**config.mk**
```make
export PLATFORM = sky130hd
export DESIGN_NAME = multicycle_controller
export DESIGN_NICKNAME = d
export VERILOG_FILES = /design/src/rtl/control_pkg.sv /design/src/rtl/cond_logic.sv /design/src/rtl/multicycle_controller.sv
export SDC_FILE = /design/constraint.sdc
export NUM_CORES = 1
export LEC_CHECK = 0
export BUFFER_PORTS_ARGS = -buffer_cell sky130_fd_sc_hd__buf_2
export CORE_MARGIN = 5
export CORE_UTILIZATION = 46
export DETAILED_ROUTE_END_ITERATION = 16
export GPL_ROUTABILITY_DRIVEN = 0
export PLACE_DENSITY = 0.87
export RECOVER_POWER = 25
export SLEW_MARGIN = 5
export SYNTH_ARGS = -nofsm -noshare
export SYNTH_HDL_FRONTEND = slang
export SYNTH_HIERARCHICAL = 1
export SYNTH_SLANG_ARGS = --single-unit
export TNS_END_PERCENT = 30
```
**constraint.sdc**
```tcl
create_clock -name clk -period 1.65 [get_ports clk]
set_input_delay 0.0825 -clock clk [delete_from_list [all_inputs] [get_ports clk]]
set_output_delay 0.0825 -clock clk [all_outputs]
set_load 0.02 [all_outputs]
```
**src/rtl/control_pkg.sv**
```systemverilog
// ============================================================================
//  control_pkg
//  Shared encodings for the multicycle ARM-subset control unit.
//  Revision: 1.0
// ============================================================================
`default_nettype none

package control_pkg;

    // Sequencer states
    typedef enum logic [3:0] {
        S_FETCH,
        S_DECODE,
        S_MEMADR,
        S_MEMRD,
        S_MEMWB,
        S_MEMWR,
        S_EXECUTER,
        S_EXECUTEI,
        S_ALUWB,
        S_BRANCH
    } state_t;

    // Immediate extender selects
    localparam logic [1:0] IMM_8  = 2'b00;
    localparam logic [1:0] IMM_12 = 2'b01;
    localparam logic [1:0] IMM_24 = 2'b10;

    // ALU operand selects
    localparam logic [1:0] SRCA_REG  = 2'b00;
    localparam logic [1:0] SRCA_PC   = 2'b01;
    localparam logic [1:0] SRCB_REG  = 2'b00;
    localparam logic [1:0] SRCB_IMM  = 2'b01;
    localparam logic [1:0] SRCB_FOUR = 2'b10;

    // Result selects
    localparam logic [1:0] RES_ALUOUT = 2'b00;
    localparam logic [1:0] RES_DATA   = 2'b01;
    localparam logic [1:0] RES_ALU    = 2'b10;

    // ALU operations
    localparam logic [1:0] ALU_ADD = 2'b00;
    localparam logic [1:0] ALU_SUB = 2'b01;
    localparam logic [1:0] ALU_AND = 2'b10;
    localparam logic [1:0] ALU_ORR = 2'b11;

    // Instruction classes
    localparam logic [1:0] OP_DP  = 2'b00;
    localparam logic [1:0] OP_MEM = 2'b01;
    localparam logic [1:0] OP_BR  = 2'b10;

    // Data-processing commands
    localparam logic [3:0] CMD_AND = 4'b0000;
    localparam logic [3:0] CMD_SUB = 4'b0010;
    localparam logic [3:0] CMD_ADD = 4'b0100;
    localparam logic [3:0] CMD_CMP = 4'b1010;
    localparam logic [3:0] CMD_ORR = 4'b1100;

    // Condition codes
    localparam logic [3:0] COND_EQ = 4'b0000;
    localparam logic [3:0] COND_NE = 4'b0001;
    localparam logic [3:0] COND_CS = 4'b0010;
    localparam logic [3:0] COND_CC = 4'b0011;
    localparam logic [3:0] COND_MI = 4'b0100;
    localparam logic [3:0] COND_PL = 4'b0101;
    localparam logic [3:0] COND_VS = 4'b0110;
    localparam logic [3:0] COND_VC = 4'b0111;
    localparam logic [3:0] COND_HI = 4'b1000;
    localparam logic [3:0] COND_LS = 4'b1001;
    localparam logic [3:0] COND_GE = 4'b1010;
    localparam logic [3:0] COND_LT = 4'b1011;
    localparam logic [3:0] COND_GT = 4'b1100;
    localparam logic [3:0] COND_LE = 4'b1101;
    localparam logic [3:0] COND_AL = 4'b1110;

endpackage

`default_nettype wire

```
**src/rtl/cond_logic.sv**
```systemverilog
// ============================================================================
//  cond_logic
//  NZCV flag register, condition evaluation, per-instruction condition latch
//  and gating of every architectural write enable.
//  Revision: 1.0
// ============================================================================
`default_nettype none

module cond_logic
    import control_pkg::*;
(
    input  logic       clk,
    input  logic       rst_n,
    input  logic [3:0] cond,
    input  logic [3:0] alu_flags,
    input  logic       latch_cond,      // high in DECODE
    input  logic       flag_update_req, // execute state of a flag-setting op
    input  logic       rd_is_pc,
    input  logic       pc_fetch,
    input  logic       branch,
    input  logic       reg_write_req,
    input  logic       mem_write_req,
    input  logic       ir_write_req,
    output logic       pc_write,
    output logic       reg_write,
    output logic       mem_write,
    output logic       ir_write
);

    logic [3:0] flags;      // {N, Z, C, V}
    logic       cond_ex;
    logic       cond_ex_q;
    logic       pcs;

    logic n_f, z_f, c_f, v_f;
    assign {n_f, z_f, c_f, v_f} = flags;

    // Evaluate the condition field against the current flag register
    always_comb begin
        cond_ex = 1'b0;
        case (cond)
            COND_EQ: cond_ex = z_f;
            COND_NE: cond_ex = ~z_f;
            COND_CS: cond_ex = c_f;
            COND_CC: cond_ex = ~c_f;
            COND_MI: cond_ex = n_f;
            COND_PL: cond_ex = ~n_f;
            COND_VS: cond_ex = v_f;
            COND_VC: cond_ex = ~v_f;
            COND_HI: cond_ex = c_f & ~z_f;
            COND_LS: cond_ex = ~c_f | z_f;
            COND_GE: cond_ex = (n_f == v_f);
            COND_LT: cond_ex = (n_f != v_f);
            COND_GT: cond_ex = ~z_f & (n_f == v_f);
            COND_LE: cond_ex = z_f | (n_f != v_f);
            COND_AL: cond_ex = 1'b1;
            default: cond_ex = 1'b0;
        endcase
    end

    // Freeze the condition outcome in DECODE so later flag writes cannot
    // change the fate of the instruction in flight
    always_ff @(posedge clk or negedge rst_n) begin
        if (!rst_n) begin
            flags     <= 4'b0000;
            cond_ex_q <= 1'b0;
        end else begin
            if (latch_cond)
                cond_ex_q <= cond_ex;
            if (flag_update_req && cond_ex_q)
                flags <= alu_flags;
        end
    end

    // PC-relative writes: branches and any register writeback to R15
    assign pcs = branch | (reg_write_req & rd_is_pc);

    // Reset suppresses all enables, even though FETCH would request some
    assign pc_write  = rst_n & (pc_fetch | (pcs & cond_ex_q));
    assign reg_write = rst_n & reg_write_req & cond_ex_q;
    assign mem_write = rst_n & mem_write_req & cond_ex_q;
    assign ir_write  = rst_n & ir_write_req;

endmodule

`default_nettype wire

```
**src/rtl/multicycle_controller.sv**
```systemverilog
// ============================================================================
//  multicycle_controller
//  Sequencer for the multicycle ARM-subset core: Moore FSM driving datapath
//  selects, with condition/flag handling delegated to cond_logic.
//  Revision: 1.0
// ============================================================================
`default_nettype none

module multicycle_controller
    import control_pkg::*;
(
    input  logic       clk,
    input  logic       rst_n,
    input  logic [3:0] Cond,
    input  logic [1:0] Op,
    input  logic [5:0] Funct,
    input  logic [3:0] Rd,
    input  logic [3:0] ALUFlags,
    output logic       PCWrite,
    output logic       MemWrite,
    output logic       RegWrite,
    output logic       IRWrite,
    output logic       AdrSrc,
    output logic [1:0] ALUSrcA,
    output logic [1:0] ALUSrcB,
    output logic [1:0] ResultSrc,
    output logic [1:0] ImmSrc,
    output logic [1:0] ALUControl
);

    state_t     state, next_state;

    logic       ir_write_req, pc_fetch, reg_write_req, mem_write_req, branch;
    logic       latch_cond, flag_update_req;
    logic [1:0] dp_alu;
    logic       dp_no_write, dp_flag_w;

    // Data-processing command decode: ALU op, suppressed writeback, flag write
    always_comb begin
        dp_alu      = ALU_ADD;
        dp_no_write = 1'b1;
        dp_flag_w   = 1'b0;
        case (Funct[4:1])
            CMD_ADD: begin dp_alu = ALU_ADD; dp_no_write = 1'b0; dp_flag_w = Funct[0]; end
            CMD_SUB: begin dp_alu = ALU_SUB; dp_no_write = 1'b0; dp_flag_w = Funct[0]; end
            CMD_AND: begin dp_alu = ALU_AND; dp_no_write = 1'b0; dp_flag_w = Funct[0]; end
            CMD_ORR: begin dp_alu = ALU_ORR; dp_no_write = 1'b0; dp_flag_w = Funct[0]; end
            CMD_CMP: begin dp_alu = ALU_SUB; dp_no_write = 1'b1; dp_flag_w = 1'b1;     end
            default: ;
        endcase
    end

    // State register; reset aborts any instruction in flight
    always_ff @(posedge clk or negedge rst_n) begin
        if (!rst_n)
            state <= S_FETCH;
        else
            state <= next_state;
    end

    // Next-state and Moore output decode
    always_comb begin
        next_state      = state;
        ir_write_req    = 1'b0;
        pc_fetch        = 1'b0;
        reg_write_req   = 1'b0;
        mem_write_req   = 1'b0;
        branch          = 1'b0;
        latch_cond      = 1'b0;
        flag_update_req = 1'b0;
        AdrSrc          = 1'b0;
        ALUSrcA         = SRCA_REG;
        ALUSrcB         = SRCB_REG;
        ResultSrc       = RES_ALUOUT;
        ImmSrc          = IMM_8;
        ALUControl      = ALU_ADD;
        case (state)
            S_FETCH: begin
                ir_write_req = 1'b1;
                pc_fetch     = 1'b1;
                ALUSrcA      = SRCA_PC;
                ALUSrcB      = SRCB_FOUR;
                ResultSrc    = RES_ALU;
                next_state   = S_DECODE;
            end
            S_DECODE: begin
                latch_cond = 1'b1;
                ALUSrcA    = SRCA_PC;
                ALUSrcB    = SRCB_FOUR;
                ResultSrc  = RES_ALU;
                case (Op)
                    OP_MEM:  next_state = S_MEMADR;
                    OP_DP:   next_state = Funct[5] ? S_EXECUTEI : S_EXECUTER;
                    OP_BR:   next_state = S_BRANCH;
                    default: next_state = S_FETCH;
                endcase
            end
            S_MEMADR: begin
                ALUSrcB    = SRCB_IMM;
                ImmSrc     = IMM_12;
                ALUControl = Funct[3] ? ALU_ADD : ALU_SUB;
                next_state = Funct[0] ? S_MEMRD : S_MEMWR;
            end
            S_MEMRD: begin
                AdrSrc     = 1'b1;
                next_state = S_MEMWB;
            end
            S_MEMWB: begin
                ResultSrc     = RES_DATA;
                reg_write_req = 1'b1;
                next_state    = S_FETCH;
            end
            S_MEMWR: begin
                AdrSrc        = 1'b1;
                mem_write_req = 1'b1;
                next_state    = S_FETCH;
            end
            S_EXECUTER, S_EXECUTEI: begin
                ALUSrcB         = (state == S_EXECUTEI) ? SRCB_IMM : SRCB_REG;
                ALUControl      = dp_alu;
                flag_update_req = dp_flag_w;
                next_state      = dp_no_write ? S_FETCH : S_ALUWB;
            end
            S_ALUWB: begin
                ResultSrc     = RES_ALUOUT;
                reg_write_req = 1'b1;
                next_state    = S_FETCH;
            end
            S_BRANCH: begin
                ALUSrcB    = SRCB_IMM;
                ImmSrc     = IMM_24;
                ResultSrc  = RES_ALU;
                branch     = 1'b1;
                next_state = S_FETCH;
            end
            default: next_state = S_FETCH;
        endcase
    end

    cond_logic u_cond (
        .clk             (clk),
        .rst_n           (rst_n),
        .cond            (Cond),
        .alu_flags       (ALUFlags),
        .latch_cond      (latch_cond),
        .flag_update_req (flag_update_req),
        .rd_is_pc        (Rd == 4'd15),
        .pc_fetch        (pc_fetch),
        .branch          (branch),
        .reg_write_req   (reg_write_req),
        .mem_write_req   (mem_write_req),
        .ir_write_req    (ir_write_req),
        .pc_write        (PCWrite),
        .reg_write       (RegWrite),
        .mem_write       (MemWrite),
        .ir_write        (IRWrite)
    );

endmodule

`default_nettype wire

```
[After elaboration in Yosys (flattened, before gate mapping)]
Index checks and enable logic that the tools add are counted.
Word-level totals
  bits in registers: 9
  input bits: 22
  output and inout port bits: 15
Cells by class
  muxes and demuxes: 22
  eq/ne operators: 32
  reduce and logical (&&, ||, !) cells: 13
  bitwise logic cells: 18
Operators by type and width (count)
  == test 4 bit (second input constant): 12
  == test 4 x 3 -> 1 bit (second input constant): 9
  == test 4 x 2 -> 1 bit (second input constant): 5
  one-hot mux 4 bit (5 select lines): 1
  one-hot mux 1 bit (15 select lines): 1
  logical NOT 4 bit: 3
  one-hot mux 2 bit (2 select lines): 3
  one-hot mux 2 bit (3 select lines): 2
  one-hot mux 4 bit (3 select lines): 1
  OR reduction 2 bit: 6
  2-to-1 mux 1 bit: 11
  AND 1 bit: 10
  == test 4 x 1 -> 1 bit (second input constant): 2
  2-to-1 mux 4 bit: 1
  inverter 1 bit: 4
  bitwise OR 1 bit: 4
  OR reduction 4 bit: 1
  2-to-1 mux 3 bit: 1
  OR reduction 3 bit: 1
  == test 2 x 1 -> 1 bit (second input constant): 1
  == test 2 bit (second input constant): 1
  logical NOT 2 bit: 1
  one-hot mux 1 bit (2 select lines): 1
  == test 1 bit: 1
  2 further kinds: 2

[Logic depth before layout (Yosys ltp)]
Gate-level depths: netlist (run 1).
  depth after elaboration: 8
  gate-level depth with buffers: 6
  mapped depth without buffers: 5

[Hierarchy]
The synthesis (run 1) kept the hierarchy.
By module, submodules not included
  multicycle_controller: instances 1, area an instance 422.9 µm², cells each 53
  cond_logic: instances 1, area an instance 399.1 µm², cells each 43

[Least setup slack after synthesis (run 1)]
No wires, ideal clock.
  path type: reg2out
  start point: reg state[0]
  end point: out ALUControl[0]
  path buffers: 1
  arrival: 1.440 ns
  setup slack: 0.127 ns
  stages on the path, launching flop included: 5
  cell sequence: dfrtp_1 buf_6 nor4b_2 a21oi_1 o21ai_2
Between the ends
  word-level cells in the longest chain between the ends: 3
RTL lines
  from (decl): line multicycle_controller.sv:31  | state_t state, next_state;
  from (signal assigned): line multicycle_controller.sv:58  | state <= next_state;
  == test 4 x 3 -> 1 bit: line multicycle_controller.sv:77  | case (state)
  OR reduction 2 bit: line multicycle_controller.sv:77
  one-hot mux 2 bit (2 select lines) *: line multicycle_controller.sv:77
  to (decl): line multicycle_controller.sv:28  | output logic [1:0] ALUControl
Mark *: on every way between the ends. The rest lies on a longest branch, timed or not.

[Worst setup path in the final report (run 1)]
  start point: reg state[2]
  end point: out PCWrite
Between the ends
  word-level cells in the longest chain between the ends: 8
RTL lines
  == test 4 bit / == test 4 x 3 -> 1 bit (equally long branches): line multicycle_controller.sv:77
  OR reduction 2 bit (no source line) *
  2-to-1 mux 1 bit *: line multicycle_controller.sv:77
  net reg_write_req: line multicycle_controller.sv:33  | logic ir_write_req, pc_fetch, reg_write_req, mem_write_req, branch;
  AND 1 bit *: line cond_logic.sv:76  | assign pcs = branch | (reg_write_req & rd_is_pc);
  bitwise OR 1 bit *: line cond_logic.sv:76
  AND 1 bit *: line cond_logic.sv:79  | assign pc_write = rst_n & (pc_fetch | (pcs & cond_ex_q));
  bitwise OR 1 bit *: line cond_logic.sv:79
  AND 1 bit *: line cond_logic.sv:79
  to (decl): line multicycle_controller.sv:19  | output logic PCWrite,
Mark *: on every way through the listed nets, which the timed path passes. The rest lies on a longest branch.

==> flow_summary.toml, run 1 <==
[grt]
grt_use_met3 = 0.0427
grt_max_degree = 15
antenna_found_initial = 0
overflow = 0
busiest_layer = "met2"
use_met1 = 0.177
gr-usage-met2 = 0.356
grt_pass1_wl_um = 3680
grt_pass1_vias = 852
grt_usage = 0.180

[synth]
yosys_warnings = 6
yosysUniqueCellTypes = 40
yosys-top-cells-area = "dfrtp_1, mux2i_1, mux2_2"
syn_inst = 96
yosys_register_bits = 9
muxShareOfSynthArea = 0.116
synth_ff_type = "dfrtp_1"
syn_nets = 118
synth_compound_area_frac = 0.189
synth_fa_ha_area_frac = 0
synth-simple-area-share = 0.323
synth.cell_area_um2 = 822
yosys-top-cells-count = "nor2_1, dfrtp_1, a21oi_1, nand2b_1"
synth_top_family_by_area = "simple AND/OR/NAND/NOR gates"
synth.most_common_cell = "nor2_1"
ys_seq_area_frac = 0.274
synth_area_leader_cell = "dfrtp_1"
synth_xor_area_frac = 0.0320
synthArstFlopShare = 1.00
synth_top_cell_area_share = 0.274
synth_edf_count = 0
avgSynthCellArea_um2 = 8.56

[die]
core-area_mm2 = 0.00171
rows = 15
io_pins = 37
fp.dieH_um = 52.3
die_w_um = 52.3
start_util = 0.481
dieArea_mm2 = 0.00273

[placed_design]
io_buffers = 35
placed_area_um2 = 992
dp_hpwl_um = 1700
place_ws_ps = 94.7

[drt]
vias = 896
drc_errors = 0
drt_iter0_markers = 18
via_per_inst = 5.46
wl_per_cell_um = 14.7
routed_wl_um = 2400
ant_nets = 0
first_pass_iters = 4

[pwr]
clkPwrFrac = 0.102
switchingPower_mw = 0.835
p_comb_frac = 0.632
ir_drop_mv = 0.905
sw_frac_of_total = 0.475
leakage_nw = 0.564
power_density_mw_per_mm2 = 1540
p_int_mw = 0.925
power_mw = 1.76
seq_power_share = 0.267

[cells_and_area]
drive_gt1_frac = 0.468
fillers = 139
nets = 162
final_core_util = 0.669
area_growth_pct = 39.0
stdcell_area_mm2 = 0.00114
num_antenna_cells = 0

[clock_tree]
cts_tree = "yes"
clkSlewWorstSetupHoldPaths_ps = 70
h-tree-depth = 1
clockBufferDepth = 2
numCtsBuffers = 3
insertion_delay_ps = 260
cts-root-buf = "clkbuf_4"
cts_sinks = 9

[worst_setup_path]
cp-start-kind = "register"
cp_data_required_time_ps = 1570
crit_fanout = 6
crit_type = "register to output port"
critPathArrivalTime_ps = 1580
worstSetupEndpointType = "output port"

[sta]
timing.final.crit_share = 1.01
finClkSkew_ps = 8.31
slew_violations = 0
final-hold-violation-count = 0
rsz0062_at_grt = "true"
min_period_ps = 1670
fmax_mhz = 600
fin_ws_ps = -16.1
setup_viol = 1

[status]
outcome = "finished, violations left"
violations = "negative setup slack"

[worst_hold_path]
hold_path_class = "input pin to register"

[run]
maxCapViolCount = 0
## placed cells by master (no fill, tap or decap), drive strengths merged, types with 3 or more instances in the layout
cell / netlist / layout
nand2b: 6 / 6
nor2b: 3 / 3
mux2: 4 / 4
nor3: 3 / 3
nand3: 3 / 3
mux2i: 5 / 5
dfrtp: 9 / 9
a21oi: 7 / 7
buf: 6 / 44
o21ai: 4 / 4
nand2: 5 / 5
nor2: 11 / 11
clkbuf: 0 / 4
## power by group through the flow
| stage | combinational [mW] | sequential (mW) | clock (mW) |
|---|---|---|---|
| global placement | 0.882 | 0.441 | 0 |
| finish | 1.11 | 0.469 | 0.179 |
| detailed placement | 0.917 | 0.449 | 0 |
| global route | 1.19 | 0.479 | 0.198 |
| CTS | 1.03 | 0.467 | 0.178 |
| floorplan | 0.733 | 0.395 | 0 |
## state kept, by name, indices dropped and copies added, names as in the netlist
register,count
u_cond/cond_ex_q,1
u_cond/flags,4
state,4
## layer usage
layer  share of wire  vias to the layer above
met2            0.55                       38
met3           0.057                        5
met5               0                        -
li1                -                      432
met1            0.38                      421
met4           0.011                        0
## worst paths after layout
| check | from | end | slack, ps | cells after the start |
|---|---|---|---|---|
| min in group asynchronous | rst_n | u_cond/flags[3] | 340 | 2 |
| max in group asynchronous | rst_n | state[3] | 980 | 2 |
| setup / recovery | state[2] | PCWrite | -20 | 6 |
| hold / removal | ALUFlags[0] | u_cond/flags[0] | 50 | 2 |
| setup reg to reg | state[3] | u_cond/flags[2] | 110 | 5 |
| hold reg to reg | u_cond/flags[0] | u_cond/flags[0] | 590 | 1 |
## layout make-up
type	instances	area [um^2]	share of cell area
Sequential cell	9	229	0.200
Inverter	2	7.51	0.00657
Timing Repair Buffer	45	264	0.231
Tap cell	25	31.3	0.0274
Clock buffer	4	26.3	0.0230
Multi-Input combinational cell	79	584	0.511
## per-stage QoR
step	hold slack [ps]	TNS, ps	std cells
after global placement	-46.9	0	151
final	47.0	-16.1	164
after global routing	31.8	-94.9	164
after CTS	43.9	-7.56	160
after detailed placement	-39.6	0	151
after floorplan	-213	0	96
## worst max-delay path: stages (launching register included)
cell	delay [ps]
dfrtp_2	440
nand2b_4	170
a211oi_2	260
a21o_1	140
a21oi_1	50
nor2b_1	110
buf_4	150
## cell families after synthesis
group           count (synthesis)
simple gates                   44
compound gates                 22
mux                             9
flops                           9
buf+inv                         8
xor+xnor                        3
other cells                     1
## repair_timing
item                                    CTS  global route
hold buffers                              1             0
endpoints found under the setup margin    4             3
hold endpoints to repair                  9             0
pin swaps                                 3             2
buffers inserted                          4             4
resized for setup                        11             3
No activity file was read; power rests on OpenSTA's default activity.
==> inputs of run 2 (changes only) <==
Settings changed: CORE_UTILIZATION 46 to 24, PLACE_DENSITY 0.87 to 0.55.
==> flow_summary.toml, run 2 (synthesis gave the netlist of run 1 again) <==
[status]
outcome = "finished clean"

[worst_setup_path]
cp-start-kind = "register"
r2r_start = "state[3]"
crit_fanout = 6
crit_type = "register to output port"
critPathLaunch = "state[3]"
worstRegToRegCells = 5
reg2reg_slack_ps = 150
cp_data_required_time_ps = 1570
r2r-end = "u_cond/flags[2]"
worstSetupEndpointType = "output port"
critPathArrivalTime_ps = 1560
crit_end = "PCWrite"

[pwr]
ir_drop_mv = 0.487
power_mw = 1.72
leakage_nw = 0.566
power_density_mw_per_mm2 = 1470

[clock_tree]
clkSlewWorstSetupHoldPaths_ps = 70
insertion_delay_ps = 260
h-tree-depth = 1
cts_tree = "yes"
numCtsBuffers = 3
cts_sinks = 9
cts-root-buf = "clkbuf_4"
clockBufferDepth = 2

[die]
io_pins = 37
start_util = 0.246
rows = 21
core-area_mm2 = 0.00334
die_w_um = 68.5
fp.dieH_um = 68.5
dieArea_mm2 = 0.00470

[placed_design]
dp_hpwl_um = 1800
placed_area_mm2 = 0.00103
io_buffers = 35

[cells_and_area]
mostFrequentLayoutCells = "buf_2, buf_4, nor2_1"
fillers = 376
num_antenna_cells = 0
nets = 163
reg.largest.list = "state (4), u_cond/flags (4), u_cond/cond_ex_q (1)"
final_common_cell = "buf_2"
stdcell_area_mm2 = 0.00117
area_growth_pct = 42.5
drive_gt1_frac = 0.486

[drt]
drc_errors = 0
drt_iter0_markers = 42
routed_wl_um = 2190
wl_per_cell_um = 11.8
vias = 868
via_per_inst = 4.67
first_pass_iters = 4
ant_nets = 0

[grt]
grt_usage = 0.0956
grt_pass1_vias = 795
grt_max_degree = 14
grt_pass1_wl_um = 3470
antenna_found_initial = 0
overflow = 0

[sta]
slew_violations = 0
min_period_ps = 1640
rsz0062_at_grt = "true"
fmax_mhz = 610
final-hold-violation-count = 0
timing.final.crit_share = 0.993
finClkSkew_ps = 6.08
setup_viol = 0

[run]
maxCapViolCount = 0

[worst_hold_path]
hold_path_class = "input pin to register"
-- run 2: how the worst min path moves through the flow --
stage	end	from	depth (start not counted)	slack, ps
after floorplan	state[0]	rst_n	0	-210
after detailed placement	state[0]	rst_n	1	-30
after global routing	u_cond/flags[2]	ALUFlags[2]	2	70
after CTS	u_cond/flags[1]	ALUFlags[1]	2	70
final	u_cond/flags[0]	ALUFlags[0]	2	60
after global placement	state[0]	rst_n	1	-40
-- run 2: layout make-up --
type / instances / area [um^2] / share of cell area
multi-input cells: 79 / 586 / 0.500
repair buffers: 46 / 265 / 0.226
flip-flops and latches: 9 / 229 / 0.196
well taps: 46 / 57.6 / 0.0491
clock buffers: 4 / 26.3 / 0.0224
inverters: 2 / 7.51 / 0.00641
-- run 2: worst max-delay path, cell delays in order, from the launching register on --
cell	delay (ps)
dfrtp_2	450
nand2b_4	160
a211oi_2	240
a21o_1	150
a21oi_2	50
nor2b_1	100
buf_4	150
-- run 2: layer usage --
metal  vias to the layer above  global-route usage  share of wire
met5                         -                   0              0
met2                        21               0.167           0.50
li1                        438                   -              -
met3                         2              0.0243          0.067
met4                         0              0.0223         0.0087
met1                       407               0.117           0.43
-- run 2: through the flow --
step                utilization  setup TNS (ps)  hold WS (ps)  setup slack [ps]  cells
CTS                       0.338               0          67.0              4.75    182
global route              0.351            -218          70.5              -125    186
detailed placement        0.310               0         -30.1               120    174
floorplan                     -               0          -213               127     96
global placement          0.310               0         -35.1               123    174
finish                    0.351               0          64.2              11.2    186
-- run 2: what timing repair did --
action | CTS | global route
setup endpoints to repair | 4 | 2
endpoints found under the hold margin | 9 | 0
buffers inserted | 3 | 4
gates cloned | 0 | 0
hold buffers | 1 | 0
pin swaps | 0 | 3
resized for setup | 10 | 3
-- run 2: where the power goes --
group | internal (mW) | switching, mW
Clock | 0.0933 | 0.0802
Sequential | 0.318 | 0.144
Combinational | 0.513 | 0.576
